[src/rtl/load_store_unit_if.sv]
// memory_bus: single-outstanding request channel between a CPU-side consumer
// (load_store_unit) and memory_system.
//   addr           byte address of the access
//   write_data     store data, already masked to mem_width
//   dispatch_read  one-cycle read request pulse
//   dispatch_write one-cycle write request pulse
//   mem_width      0 = BYTE, 1 = WORD (16 bit), 2 = DWORD (32 bit)
//   read_data      load data; valid in the cycle busy is low
//   busy           memory_system is processing an access
interface memory_bus;
    logic [31:0] addr;
    logic [31:0] write_data;
    logic        dispatch_read;
    logic        dispatch_write;
    logic [1:0]  mem_width;
    logic [31:0] read_data;
    logic        busy;

    modport CONSUMER (
        output addr,
        output write_data,
        output dispatch_read,
        output dispatch_write,
        output mem_width,
        input  read_data,
        input  busy
    );

    modport PROVIDER (
        input  addr,
        input  write_data,
        input  dispatch_read,
        input  dispatch_write,
        input  mem_width,
        output read_data,
        output busy
    );
endinterface

[src/rtl/load_store_unit.sv]
// load_store_unit: executes one RV32I load/store per request handshake.
// Checks funct3 legality and alignment at accept, issues a single dispatch
// pulse on memory_bus, waits for busy to drop (with timeout), then masks and
// sign/zero-extends the read data and returns a buffered response.
// Ports:
//   clk_in, rst_n_in      clock, asynchronous active-low reset
//   req_*                 request channel (valid/ready), funct3, addr, wdata, rd
//   resp_*                response channel (valid/ready), data, rd tag, cause
//                         cause: 0 ok, 1 misaligned, 2 illegal funct3, 3 timeout
//   bus                   memory_bus consumer side
module load_store_unit #(
    parameter int unsigned TIMEOUT_CYCLES = 255
) (
    input  logic        clk_in,
    input  logic        rst_n_in,
    input  logic        req_valid,
    output logic        req_ready,
    input  logic        req_is_store,
    input  logic [2:0]  req_funct3,
    input  logic [31:0] req_addr,
    input  logic [31:0] req_wdata,
    input  logic [4:0]  req_rd,
    output logic        resp_valid,
    input  logic        resp_ready,
    output logic [31:0] resp_data,
    output logic [4:0]  resp_rd,
    output logic [1:0]  resp_cause,
    memory_bus.CONSUMER bus
);

    localparam int unsigned CntW = $clog2(TIMEOUT_CYCLES) + 1;

    localparam logic [1:0] WidthByte  = 2'd0;
    localparam logic [1:0] WidthWord  = 2'd1;
    localparam logic [1:0] WidthDword = 2'd2;

    localparam logic [1:0] CauseOk         = 2'd0;
    localparam logic [1:0] CauseMisaligned = 2'd1;
    localparam logic [1:0] CauseIllegal    = 2'd2;
    localparam logic [1:0] CauseTimeout    = 2'd3;

    typedef enum logic [1:0] {
        StIdle,
        StDispatch,
        StWait,
        StResp
    } state_e;

    state_e state_q, state_d;

    logic [31:0]     addr_q, addr_d;
    logic [31:0]     wdata_q, wdata_d;
    logic [1:0]      width_q, width_d;
    logic            is_store_q, is_store_d;
    logic [2:0]      funct3_q, funct3_d;
    logic [CntW-1:0] cnt_q, cnt_d;
    logic [31:0]     resp_data_q, resp_data_d;
    logic [4:0]      resp_rd_q, resp_rd_d;
    logic [1:0]      resp_cause_q, resp_cause_d;

    logic        acc_illegal;
    logic        acc_misaligned;
    logic [31:0] acc_wdata;
    logic [1:0]  acc_width;
    logic [31:0] load_ext;

    // Request decode, evaluated on the live request fields at accept time.
    always_comb begin
        if (req_is_store) begin
            acc_illegal = (req_funct3 >= 3'd3);
        end else begin
            acc_illegal = (req_funct3 == 3'd3) || (req_funct3[2:1] == 2'b11);
        end

        unique case (req_funct3[1:0])
            2'd1:    acc_misaligned = req_addr[0];
            2'd2:    acc_misaligned = |req_addr[1:0];
            default: acc_misaligned = 1'b0;
        endcase

        unique case (req_funct3[1:0])
            2'd0: begin
                acc_wdata = {24'd0, req_wdata[7:0]};
                acc_width = WidthByte;
            end
            2'd1: begin
                acc_wdata = {16'd0, req_wdata[15:0]};
                acc_width = WidthWord;
            end
            default: begin
                acc_wdata = req_wdata;
                acc_width = WidthDword;
            end
        endcase
    end

    // Narrow reads come back with garbage upper bits, so always mask.
    always_comb begin
        unique case (funct3_q)
            3'd0:    load_ext = {{24{bus.read_data[7]}}, bus.read_data[7:0]};
            3'd4:    load_ext = {24'd0, bus.read_data[7:0]};
            3'd1:    load_ext = {{16{bus.read_data[15]}}, bus.read_data[15:0]};
            3'd5:    load_ext = {16'd0, bus.read_data[15:0]};
            default: load_ext = bus.read_data;
        endcase
    end

    always_comb begin
        state_d      = state_q;
        addr_d       = addr_q;
        wdata_d      = wdata_q;
        width_d      = width_q;
        is_store_d   = is_store_q;
        funct3_d     = funct3_q;
        cnt_d        = cnt_q;
        resp_data_d  = resp_data_q;
        resp_rd_d    = resp_rd_q;
        resp_cause_d = resp_cause_q;

        unique case (state_q)
            StIdle: begin
                if (req_valid && req_ready) begin
                    resp_rd_d   = req_rd;
                    resp_data_d = 32'd0;
                    if (acc_illegal) begin
                        resp_cause_d = CauseIllegal;
                        state_d      = StResp;
                    end else if (acc_misaligned) begin
                        resp_cause_d = CauseMisaligned;
                        state_d      = StResp;
                    end else begin
                        // Bus-facing latches only move when an access is made.
                        addr_d       = req_addr;
                        wdata_d      = acc_wdata;
                        width_d      = acc_width;
                        is_store_d   = req_is_store;
                        funct3_d     = req_funct3;
                        resp_cause_d = CauseOk;
                        state_d      = StDispatch;
                    end
                end
            end
            StDispatch: begin
                cnt_d   = '0;
                state_d = StWait;
            end
            StWait: begin
                cnt_d = cnt_q + CntW'(1);
                if (!bus.busy) begin
                    resp_data_d  = is_store_q ? 32'd0 : load_ext;
                    resp_cause_d = CauseOk;
                    state_d      = StResp;
                end else if (cnt_q == CntW'(TIMEOUT_CYCLES - 1)) begin
                    resp_data_d  = 32'd0;
                    resp_cause_d = CauseTimeout;
                    state_d      = StResp;
                end
            end
            StResp: begin
                if (resp_ready) begin
                    state_d = StIdle;
                end
            end
            default: state_d = StIdle;
        endcase
    end

    always_ff @(posedge clk_in or negedge rst_n_in) begin
        if (!rst_n_in) begin
            state_q      <= StIdle;
            addr_q       <= 32'd0;
            wdata_q      <= 32'd0;
            width_q      <= WidthByte;
            is_store_q   <= 1'b0;
            funct3_q     <= 3'd0;
            cnt_q        <= '0;
            resp_data_q  <= 32'd0;
            resp_rd_q    <= 5'd0;
            resp_cause_q <= CauseOk;
        end else begin
            state_q      <= state_d;
            addr_q       <= addr_d;
            wdata_q      <= wdata_d;
            width_q      <= width_d;
            is_store_q   <= is_store_d;
            funct3_q     <= funct3_d;
            cnt_q        <= cnt_d;
            resp_data_q  <= resp_data_d;
            resp_rd_q    <= resp_rd_d;
            resp_cause_q <= resp_cause_d;
        end
    end

    // Never accept while memory_system is still finishing an earlier access.
    assign req_ready  = (state_q == StIdle) && !bus.busy;
    assign resp_valid = (state_q == StResp);
    assign resp_data  = resp_data_q;
    assign resp_rd    = resp_rd_q;
    assign resp_cause = resp_cause_q;

    assign bus.dispatch_read  = (state_q == StDispatch) && !is_store_q;
    assign bus.dispatch_write = (state_q == StDispatch) && is_store_q;
    assign bus.addr           = addr_q;
    assign bus.write_data     = wdata_q;
    assign bus.mem_width      = width_q;

endmodule

[src/flat_wrapper.sv]
// flat-port wrapper written by rule: the top's interface ports become plain ports
module load_store_unit_flat 
#(
    parameter int unsigned TIMEOUT_CYCLES = 255
)
  (clk_in, rst_n_in, req_valid, req_ready, req_is_store, req_funct3, req_addr, req_wdata, req_rd, resp_valid, resp_ready, resp_data, resp_rd, resp_cause, bus_addr, bus_write_data, bus_dispatch_read, bus_dispatch_write, bus_mem_width, bus_read_data, bus_busy);
  memory_bus bus_i ();
  input  logic clk_in;
  input  logic rst_n_in;
  input  logic req_valid;
  output logic req_ready;
  input  logic req_is_store;
  input  logic [2:0] req_funct3;
  input  logic [31:0] req_addr;
  input  logic [31:0] req_wdata;
  input  logic [4:0] req_rd;
  output logic resp_valid;
  input  logic resp_ready;
  output logic [31:0] resp_data;
  output logic [4:0] resp_rd;
  output logic [1:0] resp_cause;
  output wire logic [$bits(bus_i.addr)-1:0] bus_addr;
  output wire logic [$bits(bus_i.write_data)-1:0] bus_write_data;
  output wire logic [$bits(bus_i.dispatch_read)-1:0] bus_dispatch_read;
  output wire logic [$bits(bus_i.dispatch_write)-1:0] bus_dispatch_write;
  output wire logic [$bits(bus_i.mem_width)-1:0] bus_mem_width;
  input wire logic [$bits(bus_i.read_data)-1:0] bus_read_data;
  input wire logic [$bits(bus_i.busy)-1:0] bus_busy;
  assign bus_addr = bus_i.addr;
  assign bus_write_data = bus_i.write_data;
  assign bus_dispatch_read = bus_i.dispatch_read;
  assign bus_dispatch_write = bus_i.dispatch_write;
  assign bus_mem_width = bus_i.mem_width;
  assign bus_i.read_data = bus_read_data;
  assign bus_i.busy = bus_busy;
  load_store_unit #(.TIMEOUT_CYCLES(TIMEOUT_CYCLES)) u_core (.clk_in(clk_in), .rst_n_in(rst_n_in), .req_valid(req_valid), .req_ready(req_ready), .req_is_store(req_is_store), .req_funct3(req_funct3), .req_addr(req_addr), .req_wdata(req_wdata), .req_rd(req_rd), .resp_valid(resp_valid), .resp_ready(resp_ready), .resp_data(resp_data), .resp_rd(resp_rd), .resp_cause(resp_cause), .bus(bus_i));
endmodule
[config.mk]
export PLATFORM = sky130hd
export DESIGN_NAME = load_store_unit_flat
export DESIGN_NICKNAME = d
export VERILOG_FILES = /design/src/rtl/load_store_unit_if.sv /design/src/rtl/load_store_unit.sv /design/src/flat_wrapper.sv
export SDC_FILE = /design/constraint.sdc
export NUM_CORES = 1
export LEC_CHECK = 0
export BUFFER_PORTS_ARGS = -buffer_cell sky130_fd_sc_hd__buf_4
export CAP_MARGIN = 5
export CORE_MARGIN = 5
export CORE_UTILIZATION = 44
export CTS_BUF_LIST = sky130_fd_sc_hd__clkbuf_16
export DETAILED_ROUTE_END_ITERATION = 7
export PLACE_DENSITY_LB_ADDON = 0.05
export SYNTH_ARGS = -nofsm -noshare
export SYNTH_HDL_FRONTEND = slang
export SYNTH_SLANG_ARGS = --single-unit
[constraint.sdc]
create_clock -name clk_in -period 2 [get_ports clk_in]
set_input_delay 0.3 -clock clk_in [delete_from_list [all_inputs] [get_ports clk_in]]
set_output_delay 0.3 -clock clk_in [all_outputs]
set_load 0.02 [all_outputs]
# Word level (Yosys, flattened, before mapping)
# Cells that the tools add are included.
# word_totals
out_inout_bits	109
register_bits	120
elab_cells	68
input_bits	110
# classes
mux	23
reduce_logical	17
add_sub_neg	1
magnitude_cmp	1
n_eq_ne	14
bitwise_logic	2
# ops
op	count
32-bit 2-to-1 mux	4
32-bit case mux with 2 select lines	2
32-bit case mux with 4 select lines	1
2-bit 2-to-1 mux	9
9-bit case mux with 2 select lines	1
9-bit by 1-bit adder with 9-bit output (second input constant)	1
9-bit by 8-bit equality test with 1-bit output (second input constant)	1
2-bit equality test (second input constant)	4
2-bit case mux with 2 select lines	2
2-bit case mux with 4 select lines	1
3-bit equality test (second input constant)	2
3-bit AND reduction	2
2-bit by 1-bit equality test with 1-bit output (second input constant)	2
1-bit logical AND	4
2-bit logical NOT	2
2-bit by 1-bit inequality test with 1-bit output (second input constant)	2
4-bit AND reduction	1
2-bit nonzero test	2
3-bit by 1-bit equality test with 1-bit output (second input constant)	1
3-bit by 2-bit equality test with 1-bit output (second input constant)	1
3-bit by 2-bit >= comparator with 1-bit output (second input constant)	1
3-bit logical NOT	1
3-bit by 2-bit inequality test with 1-bit output (second input constant)	1
1-bit logical NOT	2
other kinds (6)	8

# Longest topological paths before layout
# Gate-level depths: netlist of the first run.
# logic_depth
depth_word	6
ltp_mapped	9
mapped_depth_nobuf	6

# Least setup slack after synthesis of the first run
# OpenSTA, ideal clock, no wires.
# synth_timing
path_kind	register -> register
startpoint	register u_core.state_q[0]
endpoint	register u_core.wdata_q[5] (netlist: u_core.bus.write_data[5])
required_ns	1.875
arrival_time_ns	1.789
slack_ns	0.086
stages_incl_launch_ff	7
path_buffers	1
setup_time_ns	0.125
synth_period_minus_slack_ns	1.914
cell_sequence	dfrtp_1 > inv_1 > ha_1 > nand3b_2 > nor3_2 > buf_2 > mux2_2
# synth_via
elab_chain_len	4
# synth_lines
item	line	rtl
start, declared	load_store_unit.sv:49	state_e state_q, state_d;
start signal, assigned	load_store_unit.sv:170	state_q <= StIdle;
start signal, assigned	load_store_unit.sv:181	state_q <= state_d;
2-bit logical NOT (*)	load_store_unit.sv:120, load_store_unit.sv:195	
1-bit logical AND	load_store_unit.sv:195	assign req_ready = (state_q == StIdle) && !bus.busy;
1-bit logical AND	load_store_unit.sv:122	if (req_valid && req_ready) begin
4-bit AND reduction (no line) (*)	n/a	
end signal, assigned	load_store_unit.sv:183	wdata_q <= wdata_d;
end, declared	load_store_unit.sv:52	logic [31:0] wdata_q, wdata_d;
# Mark *: on every way between the ends. The rest lies on a longest branch, timed or not.
# A chain may end at the register's enable or synchronous reset.

# Worst setup path after layout of the first run
# layout_timing
startpoint	register u_core.state_q[1]
endpoint	register u_core.addr_q[27] (netlist: u_core.bus.addr[27])
# layout_via
elab_chain_len	4
# layout_lines
item	line	rtl
2-bit logical NOT (*)	load_store_unit.sv:120, load_store_unit.sv:195	
1-bit logical AND	load_store_unit.sv:195	
1-bit logical AND	load_store_unit.sv:122	
4-bit AND reduction (no line) (*)	n/a	
end signal, assigned	load_store_unit.sv:182	addr_q <= addr_d;
end, declared	load_store_unit.sv:51	logic [31:0] addr_q, addr_d;
# Marked as above.

==> reports/metrics.csv, run 1 <==
metric,value,unit
Lkg Pwr,0.003953,uW
area grow syn2layout,45.89,%
crit start category,register,
status,finished clean,
DRT Pass-1 Iters,4,
slowest cell delay on critical path,380,ps
DPL Wire Length,10610,um
clock power share,20.4,%
pwr/cell area,1536,nW/um2
# fillers,991,
Finished Cell Area,7915,um2
Cell variety after synth,41,
Max transition margin,71.71,%
die height,121.0,um
register area,3003,um2
drt drc,0,
Ys Warns,0,
CTS tree,done,
max cap viols,0,
register share of total power,33.9,%
CP endpoint kind,register,
netlist area before placement,5425,um2
RSZ-0062 raised after global routing,true,
Initial Utilization,44.98,%
placed inst area,7348,um2
arrival time worst endpoint,2210,ps
CP max-delay cell,dfrtp_1,
GR Util met2,33.76,%
Top Usage Layer GRT,met2,
count of pins over their slew limit,0,
register area share after synthesis,55.35,%
Post-Place Cells,839,
Iteration-0 DRC Markers,157,
cell chain of the critical path,inv_2 > ha_2 > nand3b_2 > nor3_4 > bufbuf_16 > mux2_2,
Die ar.,14650,um2
WP buf/inv,2,
largest net degree at the start of global routing,32,
worst vdd ir,0.8683,mV
Seq cells post-synth,120,
"critical path fanouts, max",18,
vias,4252,
actual slew at the worst max-slew pin,424.4,ps
CTS Sinks,120,
number of global-route vias before repair,4497,
f_max,519.6,MHz
ys async rst share,100.0,%
ys flop type,dfrtp_1,
Wirelength per Cell,16.39,um
ratio of cells with drive above 1 in the final layout,49.29,%
Clock Pin Slew Worst Setup and Hold Paths,50,ps
Non-Filler Instances,874,
Synth Instances,455,
Placer Congestion,0.7692,
fin crit share,96.23,%
"Clk Latency, worst-skew pair",410,ps
syn_area_per_cell,11.92,um2
first-pass GRT wire length,23110,um
min cycle time layout,1925,ps
Comb power frac,45.8,%
worst min path class,in -> reg,
global routing met1 resource utilization,23.50,%
Core Area,12060,um2
Worst Setup Path Type,reg -> reg,
gr usage total,20.23,%
Ports,219,
met3 Use GR,8.345,%
Ant. Diodes,0,
final wirelength,14320,um
root cell of the clock tree,clkbuf_16,
DIE WIDTH,121.0,um
Finished Core Util,65.62,%
clock skew,7.866,ps
sw power,4624,uW
Post-Syn Nets,577,
Final Hold Fails,0,
critical path's top delay family,buffers and inverters,
CP required,2290,ps
clk buf depth,2,
setup violators final,0,
number of routed nets with antenna violations,0,
Int Power,7537,uW
number of CTS-inserted buffers,17,
htree depth,4,
"EDFF count, synth",0,
Final nets,817,
switch share,38.03,%
vias per cell,4.865,
multi-input logic area,2173,um2
Overflow after GRT,0,
antenna violations before repair,0,
port buffer count,218,
Rows,40,
## worst reg2reg max path, cell delays in order, from the launching register on
cell       delay [ps]
dfrtp_1           380
inv_2              90
ha_2              220
nand3b_2          130
nor3_4            260
bufbuf_16         370
mux2_2            340
## synthesized netlist by cell type (2+ instances only)
| library cell | count | area, um2 |
|---|---|---|
| mux2i_1 | 30 | 300.3 |
| xor2_1 | 3 | 26.28 |
| mux2_2 | 59 | 664.4 |
| nand2b_1 | 3 | 18.77 |
| o31ai_1 | 5 | 37.54 |
| nor2_1 | 7 | 26.28 |
| nand4_1 | 2 | 12.51 |
| o32a_1 | 2 | 20.02 |
| dfrtp_1 | 120 | 3003 |
| clkbuf_1 | 10 | 37.54 |
| o31ai_2 | 11 | 137.6 |
| buf_2 | 9 | 45.04 |
| o22ai_1 | 2 | 12.51 |
| a21oi_1 | 12 | 60.06 |
| o21ai_1 | 4 | 20.02 |
| nor2b_1 | 18 | 112.6 |
| ha_1 | 12 | 150.1 |
| a22o_1 | 2 | 17.52 |
| inv_1 | 32 | 120.1 |
| and2_1 | 3 | 18.77 |
| buf_6 | 3 | 33.78 |
| buf_1 | 3 | 11.26 |
| nand2_1 | 37 | 138.9 |
| or3_1 | 2 | 12.51 |
| nand3_1 | 4 | 20.02 |
| o21ai_0 | 44 | 220.2 |
| nor2_2 | 2 | 12.51 |
## routing by layer
layer / wire length (um) / vias up
met3: 1198 / 18
li1: - / 2040
met2: 7235 / 135
met4: 255 / 0
met5: 0 / -
met1: 5632 / 2059
## path summary, 6_finish.rpt
kind                                          start                  endpoint  slack (ps)  cells past startpoint
min                                    req_addr[22]       u_core.bus.addr[22]         120                      2
min reg2reg                u_core.bus.write_data[2]  u_core.bus.write_data[2]         500                      1
max in group asynchronous                  rst_n_in      u_core.resp_data[17]        1000                      3
min in group asynchronous                  rst_n_in           u_core.cnt_q[0]         370                      2
max reg2reg                       u_core.state_q[1]       u_core.bus.addr[27]          80                      6
max                               u_core.state_q[1]       u_core.bus.addr[27]          80                      6
## metrics by stage
step | setup WS, ps | hold slack (ps) | setup TNS, ps | total power, uW
6_report | 75.45 | 121.2 | 0 | 12160
5_1_grt | -46.82 | 108.7 | -448.9 | 12950
4_1_cts | -13.83 | 107.3 | -160.6 | 12310
3_5_place_dp | -32.52 | 267.1 | -467.2 | 9687
3_3_place_gp | 37.62 | 262.9 | 0 | 9570
2_1_floorplan | 86.03 | 4.409 | 0 | 7183
## placed cells by master, fill, tap and decap left out, drive strengths merged
master and count:
and2 3, o2bb2ai 1, nand4b 1, clkbuf 17, ha 12, o211ai 1, nand4 3, a22o 2
nor2b 18, nand3 4, o21a 1, a21boi 1, o22ai 2, nand3b 1, nor2 9, xor2 3
clkinv 8, nand2 37, o21ai 48, nand2b 3, dfrtp 120, o31ai 16, or2 2, mux2 59
nor3b 1, bufbuf 1, or4b 1, o32a 2, and3 1, nor3 1, a21oi 12, buf 245
or3 2, inv 37, dlygate4sd3 1, mux2i 30
## registers in the layout, indices dropped and copies added (netlist names)
name	cells
u_core.bus.addr	32
u_core.bus.write_data	32
u_core.resp_data	32
u_core.cnt_q	9
u_core.resp_rd	5
u_core.funct3_q	3
u_core.bus.mem_width	2
u_core.resp_cause	2
u_core.state_q	2
u_core.is_store_q	1
## power by group through the flow
stage                     Combinational [uW]  Sequential, uW  Clock [uW]
after floorplan                         1900            5280           0
after global placement                  5450            4120           0
after detailed placement                5540            4150           0
after CTS                               5630            4130        2550
after global routing                    6000            4270        2680
final                                   5560            4120        2480
## area by class of cell
type / count / area share (%)
clock buffer: 17 / 5.375
clock inverter: 13 / 0.6639
inverter: 32 / 1.518
multi-input combinational: 277 / 27.46
sequential: 120 / 37.94
tap: 168 / 2.656
timing repair buffer: 247 / 24.39
## what timing repair did
item                                    4_1_cts  5_1_grt
pin swaps                                     0        1
endpoints found under the setup margin       45       58
cloned                                        1        0
hold buffers                                  1        0
gates resized for setup                       5        3
setup buffers                                 3        0
endpoints found under the hold margin        25        0
## cells by family after synthesis
| logic type | after synthesis | synth area share [%] |
|---|---|---|
| adders and majority gates | 12 | 2.767 |
| buffers and inverters | 58 | 4.935 |
| muxes | 89 | 17.78 |
| DFF | 120 | 55.35 |
| and+or+nand+nor | 87 | 8.349 |
| xor gates and xnor gates | 3 | 0.4844 |
| AOI/OAI and AO/OA | 86 | 10.33 |
Note: power is estimated with default switching activity, not from simulation.
==> run 2, diff against run 1 <==
- CORE_ASPECT_RATIO: default -> 1.25
- MAX_ROUTING_LAYER: default -> met4
- TNS_END_PERCENT: default -> 5
==> run 2 against run 1 <==
  * Final area up 1.2%
  * Fmax rose by 2.4%
  * Sequential share of layout area fell by 0.46 points
  * Via count up 2.5%
  * Final cell count decreased by 0.80%
  * Largest power group unchanged
  * Power increased by 4.4%
  * First-iteration DRC count decreased by 1.3%
  * Wire length is 1.0% lower
  * Critical path depth up 1
  * Global-route usage is 0.12 points higher
  * Highest routed layer unchanged
  * Sequential power up 1%
  * Clock power up 21%
==> reports/metrics.csv, run 2 (synthesized netlist as in run 1, its figures left out) <==
metric,value,unit
Setup WS pre-CTS,-64.93,ps
f_max,532.1,MHz
Worst Hold Launch,req_wdata[5],
"most common cell after layout, fill and taps aside",buf_4,
Die ar.,14660,um2
die height,134.1,um
port buffer count,218,
reg2reg path depth,7,
largest net degree at the start of global routing,37,
Post-Route Setup TNS,0,ps
Initial Utilization,44.82,%
Critical R2R Launch,u_core.state_q[0],
CTS tree,done,
final wirelength,14180,um
Worst Setup Path Type,reg -> reg,
Post-Place Cells,833,
Max transition margin,39.23,%
DRT Pass-1 Iters,6,
DPL Wire Length,10770,um
vias,4357,
hold path depth,2,
root cell of the clock tree,clkbuf_16,
Final nets,813,
fin crit share,93.97,%
min cycle time layout,1879,ps
CTS Sinks,120,
Non-Filler Instances,867,
RSZ-0062 raised after global routing,false,
slowest cell delay on critical path,370,ps
CP max-delay cell,dfrtp_1,
Ant. Diodes,0,
status,finished clean,
Placer Congestion,0.7837,
cell chain of the critical path,inv_1 > ha_4 > nand3b_2 > nor3_4 > buf_4 > buf_12 > mux2_2,
setup violators final,0,
first-pass GRT wire length,22730,um
Clock Pin Slew Worst Setup and Hold Paths,60,ps
area grow syn2layout,47.67,%
Core Area,12110,um2
worst min path class,in -> reg,
DIE WIDTH,109.3,um
number of CTS-inserted buffers,17,
vias per cell,5.025,
drt drc,0,
Final WS setup,120.5,ps
crit start category,register,
"critical path fanouts, max",20,
Iteration-0 DRC Markers,155,
clk buf depth,2,
Hold Path Sink,u_core.bus.write_data[5],
ratio of cells with drive above 1 in the final layout,49.79,%
count of pins over their slew limit,0,
actual slew at the worst max-slew pin,911.4,ps
antenna violations before repair,0,
Ports,219,
Lkg Pwr,0.003959,uW
htree depth,4,
number of global-route vias before repair,4639,
CP required,2290,ps
pwr/cell area,1584,nW/um2
number of routed nets with antenna violations,0,
critical path's top delay family,buffers and inverters,
CP endpoint kind,register,
Rows,45,
worst vdd ir,0.9001,mV
max cap viols,0,
gr usage total,20.34,%
Final Hold Fails,0,
clock skew,7.768,ps
most frequent cells in the layout,"buf_4, dfrtp_1, mux2_2, o21ai_0, nand2_1",
reg2reg end,u_core.bus.addr[29],
Finished Core Util,66.18,%
reg2reg setup slack,120,ps
arrival time worst endpoint,2170,ps
Overflow after GRT,0,
Wirelength per Cell,16.35,um
WP buf/inv,3,
"Clk Latency, worst-skew pair",410,ps
run 2: cell count changes in the layout (fill, tap and decap cells not counted), moves of 3 or more:
cell / before / now
buf_6: 3 / 0
clkinv_4: 0 / 3
clkinvlp_4: 0 / 3
buf_4: 239 / 234
inv_1: 35 / 31
buf_12: 3 / 7
bufinv_16: 0 / 3
run 2: worst max-delay path by stage:
stage,start,to,depth (start not counted)
after CTS,u_core.state_q[1],u_core.resp_data[11],7
after global placement,req_funct3[1],u_core.bus.addr[29],8
after global routing,u_core.funct3_q[0],u_core.resp_data[24],4
after floorplan,u_core.state_q[0],u_core.bus.write_data[5],6
final,u_core.state_q[0],u_core.bus.addr[29],7
after detailed placement,req_funct3[1],u_core.bus.write_data[1],8
run 2: layout make-up:
cell class              count  area (um2)
clock buffers              17       425.4
clock inverters            14       158.9
fillers                   981        4094
inverters                  32       120.1
multi-input cells         277        2177
flip-flops and latches    120        3003
well taps                 164       205.2
repair buffers            243        1922
run 2: metrics by stage:
step / total power, uW / hold slack, ps / instance area, um2
after floorplan: 7183 / 4.409 / 5425
after global placement: 9618 / 219.7 / 7357
after detailed placement: 9733 / 221.8 / 7357
after CTS: 12790 / 107.9 / 7966
after global routing: 13430 / 105.7 / 8011
final: 12690 / 120.7 / 8011
run 2: worst reg2reg max path, stage by stage (launching register included):
cell and delay, ps:
dfrtp_1 370, inv_1 140, ha_4 180, nand3b_2 160, nor3_4 230, buf_4 170
buf_12 170, mux2_2 360
run 2: layer usage:
| layer | wire [um] | vias up | GRT usage (%) | share of wire (%) |
|---|---|---|---|---|
| li1 | - | 2038 | - | - |
| met1 | 5591 | 2138 | 23.98 | 39 |
| met2 | 7172 | 163 | 32.82 | 51 |
| met3 | 1133 | 18 | 6.403 | 8.0 |
| met4 | 280 | 0 | 7.069 | 2.0 |
| met5 | 0 | - | - | 0 |
run 2: report_power, final:
part	total [uW]	switching [uW]	internal, uW
combinational	5540	2980	2550
sequential	4160	661	3500
clock	3000	1060	1930
total	12700	4710	7990
run 2: repair_timing:
item,4_1_cts,5_1_grt
setup buffers,0,2
pin swaps,1,1
endpoints found under the hold margin,18,0
hold buffers,1,0
setup endpoints to repair,63,56
gates resized for setup,4,7
